<file path="src/rtl/stim_pkg.sv">
// Shared state encoding and width helper for the stimulus sequencer slice.
package stim_pkg;

  typedef enum logic [1:0] {
    IDLE,
    WAIT,
    FINISH
  } state_t;

  // Ceiling log2 with a minimum of 1, so single-valued fields still get a bit.
  function automatic int unsigned clog2(input int unsigned value);
    int unsigned result;
    result = 0;
    while ((32'd1 << result) < value) result++;
    return (result == 0) ? 1 : result;
  endfunction

endpackage

</file>
<file path="src/rtl/period_timer.sv">
// Loadable down-counter that paces the sequencer; zero flags the increment slot.
module period_timer
  import stim_pkg::*;
#(
  parameter int unsigned PERIOD = 10
) (
  input  logic clk,
  input  logic reset,
  input  logic load,
  input  logic enable,
  output logic zero
);

  localparam int unsigned W = clog2(PERIOD);
  localparam logic [W-1:0] RELOAD = W'(PERIOD - 1);

  logic [W-1:0] count;

  always_ff @(posedge clk or posedge reset) begin
    if (reset) begin
      count <= '0;
    end else if (load) begin
      count <= RELOAD;
    end else if (enable && (count != '0)) begin
      count <= count - W'(1);
    end
  end

  assign zero = (count == '0);

endmodule

</file>
<file path="src/rtl/stim_sequencer.sv">
// Round-robin counter channels advanced every PERIOD cycles for REPEATS rounds,
// with a start/busy/done handshake and a pausable period timer.
module stim_sequencer
  import stim_pkg::*;
#(
  parameter int unsigned NCHAN   = 2,
  parameter int unsigned WIDTH   = 8,
  parameter int unsigned PERIOD  = 10,
  parameter int unsigned REPEATS = 5,
  parameter int unsigned STEP    = 1
) (
  input  logic                                  clk,
  input  logic                                  reset,
  input  logic                                  start,
  input  logic                                  hold,
  output logic [NCHAN*WIDTH-1:0]                chan_data,
  output logic                                  upd_valid,
  output logic [clog2(NCHAN)-1:0]               upd_chan,
  output logic [clog2(NCHAN*REPEATS+1)-1:0]     step_count,
  output logic                                  busy,
  output logic                                  done
);

  localparam int unsigned IDX_W = clog2(NCHAN);
  localparam int unsigned CNT_W = clog2(NCHAN * REPEATS + 1);
  localparam int unsigned RND_W = clog2(REPEATS);
  localparam logic [WIDTH-1:0] STEP_V = WIDTH'(STEP);

  state_t             state;
  logic [IDX_W-1:0]   idx;
  logic [RND_W-1:0]   round;
  logic               fire;
  logic               tmr_load;
  logic               tmr_en;
  logic               tmr_zero;

  always_comb begin
    fire     = (state == WAIT) && !hold && tmr_zero;
    tmr_load = ((state == IDLE) && start) || fire;
    tmr_en   = (state == WAIT) && !hold;
  end

  period_timer #(
    .PERIOD(PERIOD)
  ) u_timer (
    .clk   (clk),
    .reset (reset),
    .load  (tmr_load),
    .enable(tmr_en),
    .zero  (tmr_zero)
  );

  always_ff @(posedge clk or posedge reset) begin
    if (reset) begin
      state      <= IDLE;
      chan_data  <= '0;
      idx        <= '0;
      round      <= '0;
      upd_valid  <= 1'b0;
      upd_chan   <= '0;
      step_count <= '0;
      busy       <= 1'b0;
      done       <= 1'b0;
    end else begin
      upd_valid <= 1'b0;
      done      <= 1'b0;
      unique case (state)
        IDLE: begin
          if (start) begin
            chan_data  <= '0;
            idx        <= '0;
            round      <= '0;
            step_count <= '0;
            busy       <= 1'b1;
            state      <= WAIT;
          end
        end
        WAIT: begin
          if (fire) begin
            // Constant-index loop keeps the channel select free of variable part-selects.
            for (int unsigned i = 0; i < NCHAN; i++) begin
              if (idx == IDX_W'(i)) begin
                chan_data[i*WIDTH +: WIDTH] <= chan_data[i*WIDTH +: WIDTH] + STEP_V;
              end
            end
            upd_valid  <= 1'b1;
            upd_chan   <= idx;
            step_count <= step_count + CNT_W'(1);
            if (idx == IDX_W'(NCHAN - 1)) begin
              idx   <= '0;
              round <= round + RND_W'(1);
              if (round == RND_W'(REPEATS - 1)) state <= FINISH;
            end else begin
              idx <= idx + IDX_W'(1);
            end
          end
        end
        FINISH: begin
          state <= IDLE;
          busy  <= 1'b0;
          done  <= 1'b1;
        end
        default: state <= IDLE;
      endcase
    end
  end

endmodule

</file>
<file path="config.mk">
export PLATFORM = sky130hd
export DESIGN_NAME = stim_sequencer
export DESIGN_NICKNAME = d
export VERILOG_FILES = /design/src/rtl/stim_pkg.sv /design/src/rtl/period_timer.sv /design/src/rtl/stim_sequencer.sv
export SDC_FILE = /design/constraint.sdc
export NUM_CORES = 1
export LEC_CHECK = 0
export CAP_MARGIN = 10
export CORE_MARGIN = 5
export CORE_UTILIZATION = 49
export CTS_CLUSTER_SIZE = 16
export DETAILED_ROUTE_END_ITERATION = 12
export GPL_TIMING_DRIVEN = 0
export PLACE_DENSITY = 0.81
export REMOVE_ABC_BUFFERS = 1
export SYNTH_ARGS = -nofsm -noshare
export SYNTH_HDL_FRONTEND = slang
export SYNTH_SLANG_ARGS = --single-unit
</file>
<file path="constraint.sdc">
create_clock -name clk -period 2.3 [get_ports clk]
set_input_delay 0.23 -clock clk [delete_from_list [all_inputs] [get_ports clk]]
set_output_delay 0.23 -clock clk [all_outputs]
set_load 0.005 [all_outputs]
</file>
**Word-level counts from Yosys, hierarchy flattened**

Index checks and enable logic that the tools add are counted.

- $add $sub $neg: 6
- Eq/ne operators: 8
- Multiplexer cells: 28
- Reduce and logical (&&, ||, !) cells: 18

Operator list:

| operator | count |
|---|---|
| two-way mux 16 bit | 2 |
| one-hot mux 16 bit (2 select lines) | 1 |
| adder 8 x 1 -> 8 bit (second input constant) | 2 |
| two-way mux 4 bit | 4 |
| two-way mux 8 bit | 2 |
| AND reduction 4 bit | 3 |
| two-way mux 3 bit | 3 |
| two-way mux 2 bit | 4 |
| != test 2 bit (second input constant) | 4 |
| one-hot mux 4 bit (2 select lines) | 1 |
| two-way mux 1 bit | 7 |
| one-hot mux 3 bit (2 select lines) | 1 |
| nonzero test 2 bit | 3 |
| adder 4 x 1 -> 4 bit (second input constant) | 1 |
| logical AND 1 bit | 4 |
| logical NOT 4 bit | 1 |
| one-hot mux 1 bit (2 select lines) | 2 |
| one-hot mux 2 bit (2 select lines) | 1 |
| AND reduction 2 bit | 2 |
| nonzero test 4 bit | 1 |
| subtractor 4 x 1 -> 4 bit (second input constant) | 1 |
| adder 3 x 1 -> 3 bit (second input constant) | 1 |
| == test 3 bit (second input constant) | 1 |
| AND reduction 3 bit | 1 |
| other kinds (7) | 7 |

- Register bits: 34
- Bits of input ports: 4
- Output and inout port bits: 24
- Word-level logic and storage cells: 71

**Longest topological paths before layout**

Gate-level depths: netlist (run 1).

- Depth after elaboration: 5
- Mapped depth: 7
- Depth with buffers taken out: 6

**Modules after synthesis**

Synthesis (run 1) repeated with hierarchy kept, for this count alone.

- Cells, all modules: 176
- Area, all modules: 1707.9 sq um

By module, submodules not included:

| module | instances | cells each | area an instance (sq um) | seq. area each (sq um) |
|---|---|---|---|---|
| stim_sequencer | 1 | 153 | 1478.9 | 750.7 |
| period_timer | 1 | 23 | 229.0 | 100.1 |

**Worst setup path after synthesis (run 1)**

Ideal clock, no wire load.

- Path kind: reg2reg
- Start: register u_timer.count[0]
- End: register step_count[3]
- Library setup time: 0.069 ns
- Arrival time: 1.630 ns
- Required time: 2.231 ns
- Path slack: 0.602 ns
- Cell stages (with the launch flop): 7
- Buffers on the path: 0
- Period minus slack after synthesis: 1.698 ns
- Cells stage by stage: dfrtp_1 -> inv_1 -> ha_1 -> nor4b_4 -> a21oi_2 -> or4_1 -> nand3_1

- Word-level cells in the longest chain between the ends: 4

RTL lines:

| element | RTL line | RTL |
|---|---|---|
| start, declared | period_timer.sv:17 | `logic [W-1:0] count;` |
| start signal, assigned | period_timer.sv:25 | `count <= count - W'(1);` |
| logical NOT 4 bit | period_timer.sv:29 | `assign zero = (count == '0);` |
| logical AND 1 bit | stim_sequencer.sv:38 | `fire = (state == WAIT) && !hold && tmr_zero;` |
| != test 2 bit (no line) | -- |  |
| AND reduction 3 bit (no line) | -- |  |
| end signal, assigned | stim_sequencer.sv:88 | `step_count <= step_count + CNT_W'(1);` |
| end, declared | stim_sequencer.sv:19 | `output logic [clog2(NCHAN*REPEATS+1)-1:0] step_count,` |

No other way between the ends.
A chain may end at the register's enable or synchronous reset.

**Worst setup path in the final report (run 1)**

- Start: register u_timer.count[0]
- End: register chan_data[10]

- Word-level cells in the longest chain between the ends: 4

RTL lines:

| element | RTL line | RTL |
|---|---|---|
| logical NOT 4 bit | period_timer.sv:29 |  |
| logical AND 1 bit | stim_sequencer.sv:38 |  |
| != test 2 bit (no line) | -- |  |
| AND reduction 4 bit (no line) | -- |  |
| end signal, assigned by index | stim_sequencer.sv:83 | `chan_data[i*WIDTH +: WIDTH] <= chan_data[i*WIDTH +: WIDTH] + STEP_V;` |
| end, declared | stim_sequencer.sv:16 | `output logic [NCHAN*WIDTH-1:0] chan_data,` |

No other way between the ends.

==> flow_summary_export.csv, run 1 <==
group,metric,value,unit
die,ioPinCount,28,
yosys,synth_top_area_share,49.6,%
timing,period_minus_slack,1990,ps
layout,fin_nets,224,
clock_network,cts_tree,"yes",
layout,diodes,0,
timing,rsz0062_at_grt,"false",
job,cap_violations,0,
grt,grt_pass1_vias,1413,
grt,antenna_found_initial,0,
yosys,ys_seq_elements,34,
die,core,3360,um2
layout,area_growth,24.9,%
grt,gr-total-overflow,0,
pwr,ir_worst_vdd,0.468,mV
yosys,synth_area_leaders,"dfrtp_1, o21ai_0, nand2_1, ha_1, nand3_1",
worst_setup_path,reg2reg_depth,6,
route,vias_per_cell,5.55,
timing,max_freq,0.504,GHz
clock_network,cts_root_buf,"clkbuf_4",
yosys,synth_top_area_cell,"dfrtp_1",
route,first_iter_violations,95,
timing,hold_violations,0,
pwr,power_density,765,nW/um2
outcome,status,"complete, no violations",
grt,grt_start_max_net_pins,24,
timing,clock_skew,5.46,ps
die,initial_utilization,51.0,%
worst_setup_path,critPathLaunchType,"flop",
die,rows,21,
pwr,p_leak,0.950,nW
yosys,synth_area,1720,um2
clock_network,cts.htree.levels,2,
timing,min_period_over_period,86.3,%
placement,gp_congestion,0.772,
worst_setup_path,crit_type,"reg -> reg",
clock_network,numCtsBuffers,5,
route,antenna_left,0,
route,dr.pass1.iters,5,
yosys,synthCells,183,
placement,dp_slack,-315,ps
yosys,synthDistinctLibCells,36,
timing,setup_viol,0,
die,die-area,4790,um2
layout,layout-drive-gt1-share,7.94,%
timing,layout_setup_ws,315,ps
clock_network,clock-sinks,34,
timing,slew_headroom,36.6,%
die,die_y,69.2,um
route,drc_errors,0,
clock_network,clkSlewWorstSetupHoldPaths,100,ps
worst_setup_path,worstPathRequired,2550,ps
grt,grt_first_pass_wirelength,6410,um
route,routed_wirelength,3600,um
yosys,seq_area_frac_synth,49.6,%
timing,finalHoldWorstSlack,220,ps
die,die_width,69.2,um
clock_network,cts_hold_buf,0,
worst_setup_path,cp.arrival,2230,ps
timing,worst_slew_pin_slew,946,ps
route,num_vias,1442,
min_path,min_path_type,"in -> async",
placement,dp.final_hpwl,2530,um
timing,slew_violations,0,
route,wl_per_cell,13.8,um
worst_setup_path,path_max_fanout,13,
placement,portBuffers,27,
clock_network,clk_latency,330,ps
yosys,yosys_warnings,0,
worst_setup_path,end_kind,"flop",
pwr,finalPower,1.64,mW
clock_network,cts_max_path_buffers,2,
yosys,syn_avg_cell_area,9.38,um2
grt,grt_util_all_layers,16.5,%
==> repair_timing <==
action,in CTS,in global routing
pin swaps,0,0
resized for setup,1,1
setup buffers,3,0
endpoints found under the setup margin,16,6
==> worst paths after layout <==
path	start	to	slack, ps
worst max-delay path	u_timer.count[0]	chan_data[10]	310
worst min-delay path	reset	step_count[0]	220
worst max register to register	u_timer.count[0]	chan_data[10]	310
worst min register to register	chan_data[15]	chan_data[15]	500
max in group asynchronous	reset	chan_data[11]	1590
min in group clk	chan_data[15]	chan_data[15]	500
==> layout by cell type (no fill, tap or decap), types with 3 or more instances in the layout <==
cell / n
nand2_1: 27
nand2b_1: 4
clkbuf_8: 3
xor2_1: 3
o31ai_1: 4
a31oi_1: 3
ha_1: 7
clkdlybuf4s50_1: 27
buf_4: 3
o21ai_0: 23
dfrtp_1: 34
clkbuf_4: 5
inv_1: 7
nand4_1: 6
a21oi_1: 6
nor2b_1: 3
nand3_1: 9
nor2_1: 12
and3_1: 5
==> worst max-delay path, stage by stage (launching register included) <==
cell	delay, ps
dfrtp_1	390
inv_1	80
ha_1	200
nor4b_4	140
a31oi_1	730
o21ai_0	220
o21ai_0	130
==> layout make-up <==
class / instances / area (um2)
repair buffers: 31 / 320
multi-input cells: 134 / 811
well taps: 46 / 57.6
flip-flops and latches: 34 / 851
inverters: 7 / 26.3
clock buffers: 8 / 78.8
fillers: 295 / 1220
==> through the flow <==
stage	cell area, um2	utilization, %	cells	TNS (ps)
CTS	2140	63.6	260	0
detailed placement	2040	60.5	249	-3020
global placement	2010	59.7	248	-2760
floorplan	1680	-	175	0
finish	2140	63.8	260	0
global route	2140	63.8	260	0
==> where the power goes <==
group | internal, mW | switching [mW] | leakage [nW] | total, mW
clock network | 0.209 | 0.196 | 0.0446 | 0.405
registers | 0.694 | 0.107 | 0.441 | 0.801
logic | 0.226 | 0.209 | 0.464 | 0.434
==> sequential cells by signal (all words and copies together), names as in the netlist <==
signal / cells
chan_data: 16
round: 3
upd_valid: 1
step_count: 4
state: 2
u_timer.count: 4
upd_chan: 1
done: 1
idx: 1
busy: 1
==> metal layers <==
metal / vias up / GRT usage, % / share of wire, %
met5: - / 0 / 0
li1: 715 / - / -
met1: 669 / 20.2 / 44
met3: 14 / 4.06 / 4.4
met2: 44 / 26.6 / 48
met4: 0 / 9.33 / 3.5
==> Yosys cell counts <==
library cell  count
a31oi_1           3
and3_1            5
buf_4             1
o311ai_0          2
xor2_1            3
o21bai_1          1
nor2_1           12
buf_2             2
or3_1             1
ha_1              7
or4_1             2
nand3_1           9
inv_1             7
nor4_1            2
mux2_2            1
a21oi_1           6
nor3_1            1
nor4b_4           1
a22o_1            2
a21o_1            1
clkbuf_1          4
nand2_1          27
nor3b_1           1
o31ai_1           4
o22ai_1           1
mux2i_1           1
o21ai_0          23
nor2b_1           4
nand2b_1          4
buf_1             1
dfrtp_1          34
a21oi_2           1
nor3b_2           1
and4_1            1
nand4_1           6
o211ai_1          1
==> logic make-up (layout without fill, tap and decap cells) <==
family	count (synthesis)	after routing	share of synthesized area (%)
adders and majority gates	7	7	5.10
buffers and inverters	15	46	3.64
xor gates and xnor gates	3	3	1.53
AOI/OAI and AO/OA	45	45	15.5
DFF	34	34	49.6
muxes	2	2	1.24
and+or+nand+nor	77	77	23.4
Power figures use the tool's default switching activity.
==> run 2: changes to the inputs <==
--- a/config.mk
+++ b/config.mk
@@ -13,6 +13,7 @@
 export GPL_TIMING_DRIVEN = 0
 export PLACE_DENSITY = 0.81
 export REMOVE_ABC_BUFFERS = 1
+export SLEW_MARGIN = 20
 export SYNTH_ARGS = -nofsm -noshare
 export SYNTH_HDL_FRONTEND = slang
 export SYNTH_SLANG_ARGS = --single-unit
==> run 2 against run 1 <==
Combinational power is essentially flat. Cell area shrank 0.93%. Routed wire length grew 3.6%. Largest power group unchanged. Clock skew is essentially flat. Final cell count is the same.
==> flow_summary_export.csv, run 2 (synthesis results as in run 1) <==
group,metric,value,unit
outcome,status,"complete, no violations",
layout,layout-drive-gt1-share,8.41,%
route,first_iter_violations,83,
timing,clock_skew,5.75,ps
grt,antenna_found_initial,0,
pwr,power.internal,1.13,mW
layout,top_regs,"chan_data x16, step_count x4, u_timer.count x4",
layout,final_common_cell,"dfrtp_1",
pwr,ir_worst_vdd,0.419,mV
layout,diodes,0,
route,drc_errors,0,
worst_setup_path,startpoint,"u_timer.count[0]",
worst_setup_path,crit_type,"reg -> reg",
grt,grt_util_all_layers,17.3,%
timing,max_freq,0.514,GHz
placement,post_dp_cell_area,2010,um2
worst_setup_path,reg2reg_from,"u_timer.count[0]",
layout,final_cells,260,
clock_network,numCtsBuffers,5,
clock_network,clock-sinks,34,
die,rows,21,
grt,grt_pass1_vias,1433,
worst_setup_path,cp.arrival,2210,ps
pwr,p_leak,0.942,nW
timing,min_period_over_period,84.6,%
timing,period_minus_slack,1950,ps
job,cap_violations,0,
layout,final_cell_mix,"dfrtp_1, nand2_1, clkdlybuf4s50_1",
grt,gr-total-overflow,0,
die,die_width,69.2,um
grt,grt_start_max_net_pins,35,
placement,portBuffers,27,
pwr,switching_share,31.7,%
min_path,min_path_type,"in -> async",
pwr,power.switching,524,uW
clock_network,cts.htree.levels,2,
worst_setup_path,reg2reg_slack,350,ps
die,initial_utilization,51.0,%
clock_network,cts_tree,"yes",
layout,largest_register_ffs,16,
pwr,pwr-share-comb,26.2,%
layout,final_util,63.2,%
worst_setup_path,critPathLaunchType,"flop",
worst_setup_path,cp_slowest_cell,"a31oi_1",
timing,rsz0062_at_grt,"false",
worst_setup_path,end_kind,"flop",
clock_network,clkSlewWorstSetupHoldPaths,100,ps
placement,dp.final_hpwl,2500,um
pwr,p_seq_share,48.6,%
route,routed_wirelength,3730,um
worst_setup_path,worstPathRequired,2560,ps
timing,hold_violations,0,
timing,tns,0,ps
die,core,3360,um2
worst_setup_path,path_cells,"inv_1 -> ha_1 -> nor4b_4 -> a31oi_1 -> o21ai_0 -> o21ai_0",
die,ioPinCount,28,
timing,setup_viol,0,
die,die-area,4790,um2
clock_network,cts_root_buf,"clkbuf_4",
clock_network,clk_latency,350,ps
worst_setup_path,path_max_fanout,13,
route,antenna_left,0,
timing,slew_violations,0,
route,wl_per_cell,14.3,um
timing,worst_slew_pin_slew,890,ps
layout,fin_area,2120,um2
timing,slew_headroom,40.4,%
grt,grt_first_pass_wirelength,6650,um
route,dr.pass1.iters,4,
route,vias_per_cell,5.58,
layout,fin_nets,224,
worst_setup_path,cpPeakStageDelay,690,ps
die,die_y,69.2,um
pwr,power_density,777,nW/um2
worst_setup_path,cpMostUsedCell,"o21ai_0",
placement,gp_congestion,0.772,
route,num_vias,1452,
layout,area_growth,23.8,%
placement,placed_cells,248,
pwr,power_frac_clock,25.3,%
layout,top_register,"chan_data",
clock_network,cts_max_path_buffers,2,
run 2: power by group through the flow:
stage | clock network, mW | logic [mW] | registers (mW)
floorplan | 0 | 0.257 | 0.796
global placement | 0 | 0.408 | 0.806
detailed placement | 0 | 0.425 | 0.811
CTS | 0.421 | 0.437 | 0.800
global route | 0.445 | 0.498 | 0.819
finish | 0.417 | 0.432 | 0.801
run 2: worst paths after layout:
| path | end | depth (start not counted) |
|---|---|---|
| worst max-delay path | chan_data[10] | 6 |
| worst min-delay path | step_count[3] | 2 |
| worst max register to register | chan_data[10] | 6 |
| worst min register to register | upd_chan | 2 |
| max in group asynchronous | chan_data[5] | 2 |
| min in group clk | upd_chan | 2 |
run 2: worst max-delay path, delay by kind of cell, from the launching register on:
family,cells,cell delay (ps)
flip-flops,1,390
AND/OR/NAND/NOR,1,150
AO/OA/AOI/OAI,3,1040
adder cells (fa/ha/maj),1,200
buffers and inverters,1,80
run 2: layout make-up:
class,count,area (um2)
Sequential cell,34,851
Inverter,7,26.3
Fill cell,304,1240
Multi-Input combinational cell,134,811
Clock buffer,8,78.8
Timing Repair Buffer,31,300
Tap cell,46,57.6
run 2: per-stage QoR:
stage                     hold slack (ps)  power, mW  worst slack (ps)
after floorplan                       372       1.05               352
after global placement                461       1.21              -274
after detailed placement              473       1.24              -322
after CTS                             329       1.66               174
after global routing                  370       1.76              88.8
final                                 308       1.65               354
run 2: routing by layer:
| metal | up-vias | track usage [%] | wire length (um) |
|---|---|---|---|
| li1 | 712 | - | - |
| met3 | 7 | 5.51 | 157 |
| met4 | 0 | 8.24 | 78 |
| met1 | 705 | 21.0 | 1660 |
| met2 | 28 | 27.9 | 1830 |
| met5 | - | 0 | 0 |
run 2: repair_timing:
item,in CTS,in global routing
hold buffers,0,0
gates cloned,0,0
hold endpoints to repair,0,0
resized for setup,1,1
setup buffers,4,0
setup endpoints to repair,13,5
